--- src/rtl/cond_logic_pkg.sv ---
// Shared ARM condition-code encodings, NZCV flag bit positions and flag-write select bits.
// Imported by the condition checker, the flag/counter block and the control decoder.
package cond_logic_pkg;

  typedef enum logic [3:0] {
    COND_EQ = 4'b0000,
    COND_NE = 4'b0001,
    COND_CS = 4'b0010,
    COND_CC = 4'b0011,
    COND_MI = 4'b0100,
    COND_PL = 4'b0101,
    COND_VS = 4'b0110,
    COND_VC = 4'b0111,
    COND_HI = 4'b1000,
    COND_LS = 4'b1001,
    COND_GE = 4'b1010,
    COND_LT = 4'b1011,
    COND_GT = 4'b1100,
    COND_LE = 4'b1101,
    COND_AL = 4'b1110,
    COND_NV = 4'b1111
  } cond_e;

  localparam int FLAG_N   = 3;
  localparam int FLAG_Z   = 2;
  localparam int FLAG_C   = 1;
  localparam int FLAG_V   = 0;
  localparam int FLAGW_NZ = 1;
  localparam int FLAGW_CV = 0;

endpackage

--- src/rtl/cond_logic_if.sv ---
// Decoder/ALU-to-condition-logic bundle: instruction qualifiers and requests in,
// gated write enables, registered flags and the debug skip counter out.
interface cond_logic_if #(parameter int CNT_W = 16);
  logic             en;
  logic [3:0]       cond;
  logic [3:0]       alu_flags;
  logic [1:0]       flag_w;
  logic             pcs_in;
  logic             regw_in;
  logic             memw_in;
  logic             nowrite_in;
  logic             pcsrc;
  logic             regwrite;
  logic             memwrite;
  logic             cond_ex;
  logic [3:0]       flags_q;
  logic [CNT_W-1:0] skip_cnt;

  modport master (
    output en, cond, alu_flags, flag_w, pcs_in, regw_in, memw_in, nowrite_in,
    input  pcsrc, regwrite, memwrite, cond_ex, flags_q, skip_cnt
  );

  modport slave (
    input  en, cond, alu_flags, flag_w, pcs_in, regw_in, memw_in, nowrite_in,
    output pcsrc, regwrite, memwrite, cond_ex, flags_q, skip_cnt
  );
endinterface

--- src/rtl/cond_logic_cond_check.sv ---
// Pure combinational ARM condition evaluator: 4-bit condition field against {N,Z,C,V}.
module cond_check
  import cond_logic_pkg::*;
(
  input  logic [3:0] cond,
  input  logic [3:0] flags,
  output logic       pass
);

  logic n_s, z_s, c_s, v_s;

  assign n_s = flags[FLAG_N];
  assign z_s = flags[FLAG_Z];
  assign c_s = flags[FLAG_C];
  assign v_s = flags[FLAG_V];

  // condition decode table
  always_comb begin
    pass = 1'b0;
    case (cond)
      COND_EQ: pass = z_s;
      COND_NE: pass = ~z_s;
      COND_CS: pass = c_s;
      COND_CC: pass = ~c_s;
      COND_MI: pass = n_s;
      COND_PL: pass = ~n_s;
      COND_VS: pass = v_s;
      COND_VC: pass = ~v_s;
      COND_HI: pass = c_s & ~z_s;
      COND_LS: pass = ~c_s | z_s;
      COND_GE: pass = (n_s == v_s);
      COND_LT: pass = (n_s != v_s);
      COND_GT: pass = ~z_s & (n_s == v_s);
      COND_LE: pass = z_s | (n_s != v_s);
      COND_AL: pass = 1'b1;
      default: pass = 1'b0;
    endcase
  end

endmodule

--- src/rtl/cond_logic.sv ---
// Conditional-execution stage: holds the NZCV register, gates decoder write requests
// on the condition result, and counts skipped valid instructions (saturating).
module cond_logic
  import cond_logic_pkg::*;
#(
  parameter int CNT_W = 16
) (
  input  logic         clk,
  input  logic         reset,
  cond_logic_if.slave  bus
);

  localparam logic [CNT_W-1:0] CNT_MAX = {CNT_W{1'b1}};
  localparam logic [CNT_W-1:0] CNT_ONE = {{(CNT_W-1){1'b0}}, 1'b1};

  logic [3:0]       flags_r;
  logic [CNT_W-1:0] skip_r;
  logic             pass_s;
  logic             cond_ex_s;

  // Decode reads the registered flags so an instruction sees its predecessors' result.
  cond_check u_cond_check (
    .cond  (bus.cond),
    .flags (flags_r),
    .pass  (pass_s)
  );

  assign cond_ex_s    = bus.en & pass_s;
  assign bus.cond_ex  = cond_ex_s;
  assign bus.pcsrc    = bus.pcs_in  & cond_ex_s;
  assign bus.regwrite = bus.regw_in & cond_ex_s & ~bus.nowrite_in;
  assign bus.memwrite = bus.memw_in & cond_ex_s;
  assign bus.flags_q  = flags_r;
  assign bus.skip_cnt = skip_r;

  // flag register: each half written independently, only by a passing instruction
  always_ff @(posedge clk or posedge reset) begin
    if (reset) begin
      flags_r <= 4'b0000;
    end else if (cond_ex_s) begin
      if (bus.flag_w[FLAGW_NZ]) begin
        flags_r[FLAG_N] <= bus.alu_flags[FLAG_N];
        flags_r[FLAG_Z] <= bus.alu_flags[FLAG_Z];
      end
      if (bus.flag_w[FLAGW_CV]) begin
        flags_r[FLAG_C] <= bus.alu_flags[FLAG_C];
        flags_r[FLAG_V] <= bus.alu_flags[FLAG_V];
      end
    end
  end

  // saturating count of valid instructions whose condition failed
  always_ff @(posedge clk or posedge reset) begin
    if (reset) begin
      skip_r <= {CNT_W{1'b0}};
    end else if (bus.en && !cond_ex_s && (skip_r != CNT_MAX)) begin
      skip_r <= skip_r + CNT_ONE;
    end
  end

endmodule
--- src/flat_wrapper.sv ---
// flat-port wrapper written by rule: the top's interface ports become plain ports
module cond_logic_flat import cond_logic_pkg::*;
#(
  parameter int CNT_W = 16
)
  (clk, reset, bus_en, bus_cond, bus_alu_flags, bus_flag_w, bus_pcs_in, bus_regw_in, bus_memw_in, bus_nowrite_in, bus_pcsrc, bus_regwrite, bus_memwrite, bus_cond_ex, bus_flags_q, bus_skip_cnt);
  cond_logic_if #(.CNT_W(CNT_W)) bus_i ();
  input  logic clk;
  input  logic reset;
  input wire logic [$bits(bus_i.en)-1:0] bus_en;
  input wire logic [$bits(bus_i.cond)-1:0] bus_cond;
  input wire logic [$bits(bus_i.alu_flags)-1:0] bus_alu_flags;
  input wire logic [$bits(bus_i.flag_w)-1:0] bus_flag_w;
  input wire logic [$bits(bus_i.pcs_in)-1:0] bus_pcs_in;
  input wire logic [$bits(bus_i.regw_in)-1:0] bus_regw_in;
  input wire logic [$bits(bus_i.memw_in)-1:0] bus_memw_in;
  input wire logic [$bits(bus_i.nowrite_in)-1:0] bus_nowrite_in;
  output wire logic [$bits(bus_i.pcsrc)-1:0] bus_pcsrc;
  output wire logic [$bits(bus_i.regwrite)-1:0] bus_regwrite;
  output wire logic [$bits(bus_i.memwrite)-1:0] bus_memwrite;
  output wire logic [$bits(bus_i.cond_ex)-1:0] bus_cond_ex;
  output wire logic [$bits(bus_i.flags_q)-1:0] bus_flags_q;
  output wire logic [$bits(bus_i.skip_cnt)-1:0] bus_skip_cnt;
  assign bus_i.en = bus_en;
  assign bus_i.cond = bus_cond;
  assign bus_i.alu_flags = bus_alu_flags;
  assign bus_i.flag_w = bus_flag_w;
  assign bus_i.pcs_in = bus_pcs_in;
  assign bus_i.regw_in = bus_regw_in;
  assign bus_i.memw_in = bus_memw_in;
  assign bus_i.nowrite_in = bus_nowrite_in;
  assign bus_pcsrc = bus_i.pcsrc;
  assign bus_regwrite = bus_i.regwrite;
  assign bus_memwrite = bus_i.memwrite;
  assign bus_cond_ex = bus_i.cond_ex;
  assign bus_flags_q = bus_i.flags_q;
  assign bus_skip_cnt = bus_i.skip_cnt;
  cond_logic #(.CNT_W(CNT_W)) u_core (.clk(clk), .reset(reset), .bus(bus_i));
endmodule
--- config.mk ---
export PLATFORM = sky130hd
export DESIGN_NAME = cond_logic_flat
export DESIGN_NICKNAME = d
export VERILOG_FILES = /design/src/rtl/cond_logic_pkg.sv /design/src/rtl/cond_logic_if.sv /design/src/rtl/cond_logic_cond_check.sv /design/src/rtl/cond_logic.sv /design/src/flat_wrapper.sv
export SDC_FILE = /design/constraint.sdc
export NUM_CORES = 1
export LEC_CHECK = 0
export BUFFER_PORTS_ARGS = -buffer_cell sky130_fd_sc_hd__buf_2
export CAP_MARGIN = 20
export CELL_PAD_IN_SITES_DETAIL_PLACEMENT = 2
export CELL_PAD_IN_SITES_GLOBAL_PLACEMENT = 2
export CORE_MARGIN = 2
export CORE_UTILIZATION = 31
export DETAILED_ROUTE_END_ITERATION = 8
export HOLD_SLACK_MARGIN = 0.1
export PLACE_DENSITY_LB_ADDON = 0.1
export SKIP_LAST_GASP = 1
export SLEW_MARGIN = 10
export SYNTH_ARGS = -nofsm -noshare
export SYNTH_HDL_FRONTEND = slang
export SYNTH_SLANG_ARGS = --single-unit
--- constraint.sdc ---
create_clock -name clk -period 2.1 [get_ports clk]
set_input_delay 0.21 -clock clk [delete_from_list [all_inputs] [get_ports clk]]
set_output_delay 0.21 -clock clk [all_outputs]
set_load 0.05 [all_outputs]
==> results.yml <==
power:
  p_per_area_nw_per_um2: 1231
  internal_power_mw: 1.245
  p_seq_share_pct: 28.4
  comb_power_share_pct: 59.2
  p_switching_mw: 1.174
  switching_share_pct: 48.52
  power.total_mw: 2.419
  p_clk_share_pct: 12.4
  p_leak_nw: 0.8967
  irDropWorstVdd_uv: 721.6
critical_path:
  cp_max_fo: 7
  path_delay_family: "simple AND/OR/NAND/NOR gates"
  reg2regPathDepth: 9
  max_stage_delay_ns: 0.47
  rr_startpoint: "u_core.bus.flags_q[0]$_DFFE_PP0P_"
  crit_buf_inv: 2
  worstPathRequired_ns: 1.89
  path_class: "reg -> out"
  critical_path.startpoint: "u_core.bus.flags_q[0]$_DFFE_PP0P_"
  path_cells: "and4bb_2 -> nor2_1 -> a31o_2 -> o211ai_1 -> buf_4 -> and2_4 -> and3b_2 -> buf_8"
  slowest_stage: "dfrtp_2"
  regToRegSetupSlack_ns: -0.18
  path_depth: 8
  worst_ep_arrival_time_ns: 2.18
  start_kind: "flop"
  cp-end-kind: "output pin"
  endpoint: "bus_regwrite"
  r2r-end: "u_core.bus.skip_cnt[4]$_DFFE_PP0P_"
floorplan:
  num_rows: 23
  coreArea_um2: 4029
  fp.dieH_um: 68.88
  die-area_um2: 4744
  pin_count: 41
  initial_core_util_pct: 32.39
  die_w_um: 68.88
yosys:
  netlist.area_leader.share_pct: 38.35
  synth.avg_cell_area_um2: 10.97
  synthAdderAreaFrac_pct: 0.9588
  synth-compound-area-share_pct: 7.958
  synth_top_family_by_area: "simple AND/OR/NAND/NOR gates"
  synthMuxAreaShare_pct: 4.314
  synth_edf_count: 0
  synth_area_um2: 1305
  synth_largest_area_cell: "dfrtp_1"
  yosysSeqAreaShare_pct: 38.35
  synth_cell_type_count: 38
  netlist_top_cells_area: "dfrtp_1 (38%), xor2_1 (8.7%), mux2_2 (4.3%)"
  synth-xor-area-share_pct: 14.00
  yosys_register_bits: 20
  syn_nets: 137
  netlist_instances: 119
  ys_warn_count: 0
  synth-simple-area-share_pct: 28.86
  async_flop_share_pct: 100.0
  yosys_most_used_dff: "dfrtp_1"
clock_tree:
  clk_path_buf_depth: 2
  clk_pin_slew_ns: 0.08
  cts_tree: "built"
  cts_made_buffers: 3
  clock_sinks: 20
  root_buffer: "clkbuf_8"
  clk-insertion-delay-late_ns: 0.26
  cts_max_level: 1
routing:
  postRouteWirelength_um: 4011
  wire_per_inst_um: 17.52
  firstDrtPassIters: 2
  postRouteAntennaNets: 0
  via_per_inst: 4.917
  drc_errors: 0
  drt_iter0_markers: 16
  vias: 1126
finish:
  fill_cells: 419
  num-nets-final: 198
  layout-drive-gt1-share_pct: 67.60
  final_cell_mix: "buf_2 (36), buf_4 (16), xor2_1 (12), dfrtp_2 (12), nand2_1 (10)"
  area_growth_pct: 50.62
  n_antenna_cell: 0
  final_common_cell: "buf_2"
  final_cells: 229
global_route:
  grt_pass1_wl_um: 5609
  gr-total-overflow: 0
  grt_max_degree: 21
  track_usage_pct: 16.28
  antenna_found_initial: 0
  grt_pass1_vias: 1141
timing:
  rsz0062_at_grt: "yes"
  fin_crit_ns: 2.387
  fmax_mhz: 418.9
  setup_viol: 24
  fin_setup_tns_ns: -2.293
  worst_slew_pin_slew_ns: 0.7855
  hold_viol: 0
  fin_crit_sh_pct: 113.7
  slew_violations: 0
  finalWorstSetupSlack_ns: -0.2874
  fin_worst_skew_ns: 0.007240
  maxSlewHeadroom_pct: 47.57
place:
  io_buffers: 40
  dp_hpwl_um: 2662
  place.gp.congestion: 0.7049
  place_ws_ns: -0.02617
  placed_cells: 211
run_status:
  violations: "negative setup slack"
  status: "finished with violations"
run:
  cap_violations: 0
min_path:
  min_path_type: "in -> async"
-- what timing repair did --
item / CTS / global route
endpoints found under the setup margin: 7 / 23
hold buffers: 0 / 0
gates resized for setup: 11 / 31
pin swaps: 10 / 24
setup buffers: 6 / 8
-- sequential cells by signal, summed over array words and instances (netlist names) --
register,count
u_core.bus.flags_q,4
u_core.bus.skip_cnt,16
-- per-layer routing --
metal / track usage (%) / part of all wire, %
met3: 2.110 / 3.4
met4: 7.353 / 0.85
met1: 18.64 / 40
met2: 29.93 / 56
met5: 0 / 0
-- cell usage after synthesis, types with 2 or more instances --
cell,n
and3_1,4
nand3_1,3
and4bb_2,2
and2b_2,2
nand2_1,10
inv_1,4
nor2_1,5
and3b_2,2
o21ai_0,2
a21oi_1,2
nor4_1,4
nor3_2,5
mux2_2,5
xnor2_1,6
nor3b_2,2
and2_1,2
buf_6,3
nor3_1,5
xor2_1,13
dfrtp_1,20
-- power by group through the flow --
stage | Combinational, mW | Clock (mW) | Sequential, mW
2_1_floorplan | 0.501 | 0 | 1.05
3_3_place_gp | 1.11 | 0 | 0.677
3_5_place_dp | 1.15 | 0 | 0.688
4_1_cts | 1.24 | 0.315 | 0.679
5_1_grt | 1.51 | 0.328 | 0.721
6_report | 1.43 | 0.300 | 0.688
-- worst reg2reg max path, cell delays in order (launching register included) --
cell and delay [ns]:
dfrtp_2 0.47, and3b_2 0.25, o31ai_4 0.22, a31o_2 0.15
buf_4 0.11, buf_6 0.09, o2111ai_4 0.23, buf_12 0.22
nor4b_4 0.28, xor2_1 0.19
-- cell families after synthesis --
| kind of cell | count (synthesis) |
|---|---|
| compound gates | 10 |
| simple gates | 54 |
| mux | 5 |
| buf+inv | 9 |
| xor+xnor | 20 |
| flops | 20 |
| fa+ha+maj | 1 |
-- per-stage QoR --
step | utilization [%] | hold WS, ns | area, µm²
2_1_floorplan | - | 0.1730 | 1331
3_5_place_dp | 39.75 | 0.4117 | 1602
3_3_place_gp | 39.75 | 0.3895 | 1602
4_1_cts | 43.17 | 0.1101 | 1739
6_report | 48.79 | 0.07988 | 1966
5_1_grt | 48.79 | 0.1264 | 1966
-- how the worst min path moves through the flow --
| stage | cells past startpoint | end | startpoint |
|---|---|---|---|
| after detailed placement | 2 | u_core.bus.skip_cnt[10]$_DFFE_PP0P_ | reset |
| after CTS | 2 | u_core.bus.skip_cnt[7]$_DFFE_PP0P_ | reset |
| after global routing | 2 | u_core.bus.skip_cnt[7]$_DFFE_PP0P_ | reset |
| after floorplan | 1 | u_core.bus.skip_cnt[10]$_DFFE_PP0P_ | reset |
| final | 2 | u_core.bus.skip_cnt[4]$_DFFE_PP0P_ | reset |
| after global placement | 2 | u_core.bus.skip_cnt[10]$_DFFE_PP0P_ | reset |
-- cell type report --
cell class | count | area (µm²) | share of cell area (%)
timing repair buffer | 61 | 430.4 | 21.90
clock buffer | 4 | 55.05 | 2.801
tap | 50 | 62.56 | 3.183
inverter | 4 | 15.01 | 0.7638
multi-input combinational | 90 | 887.1 | 45.13
sequential | 20 | 515.5 | 26.23
Power figures use the tool's default switching activity.
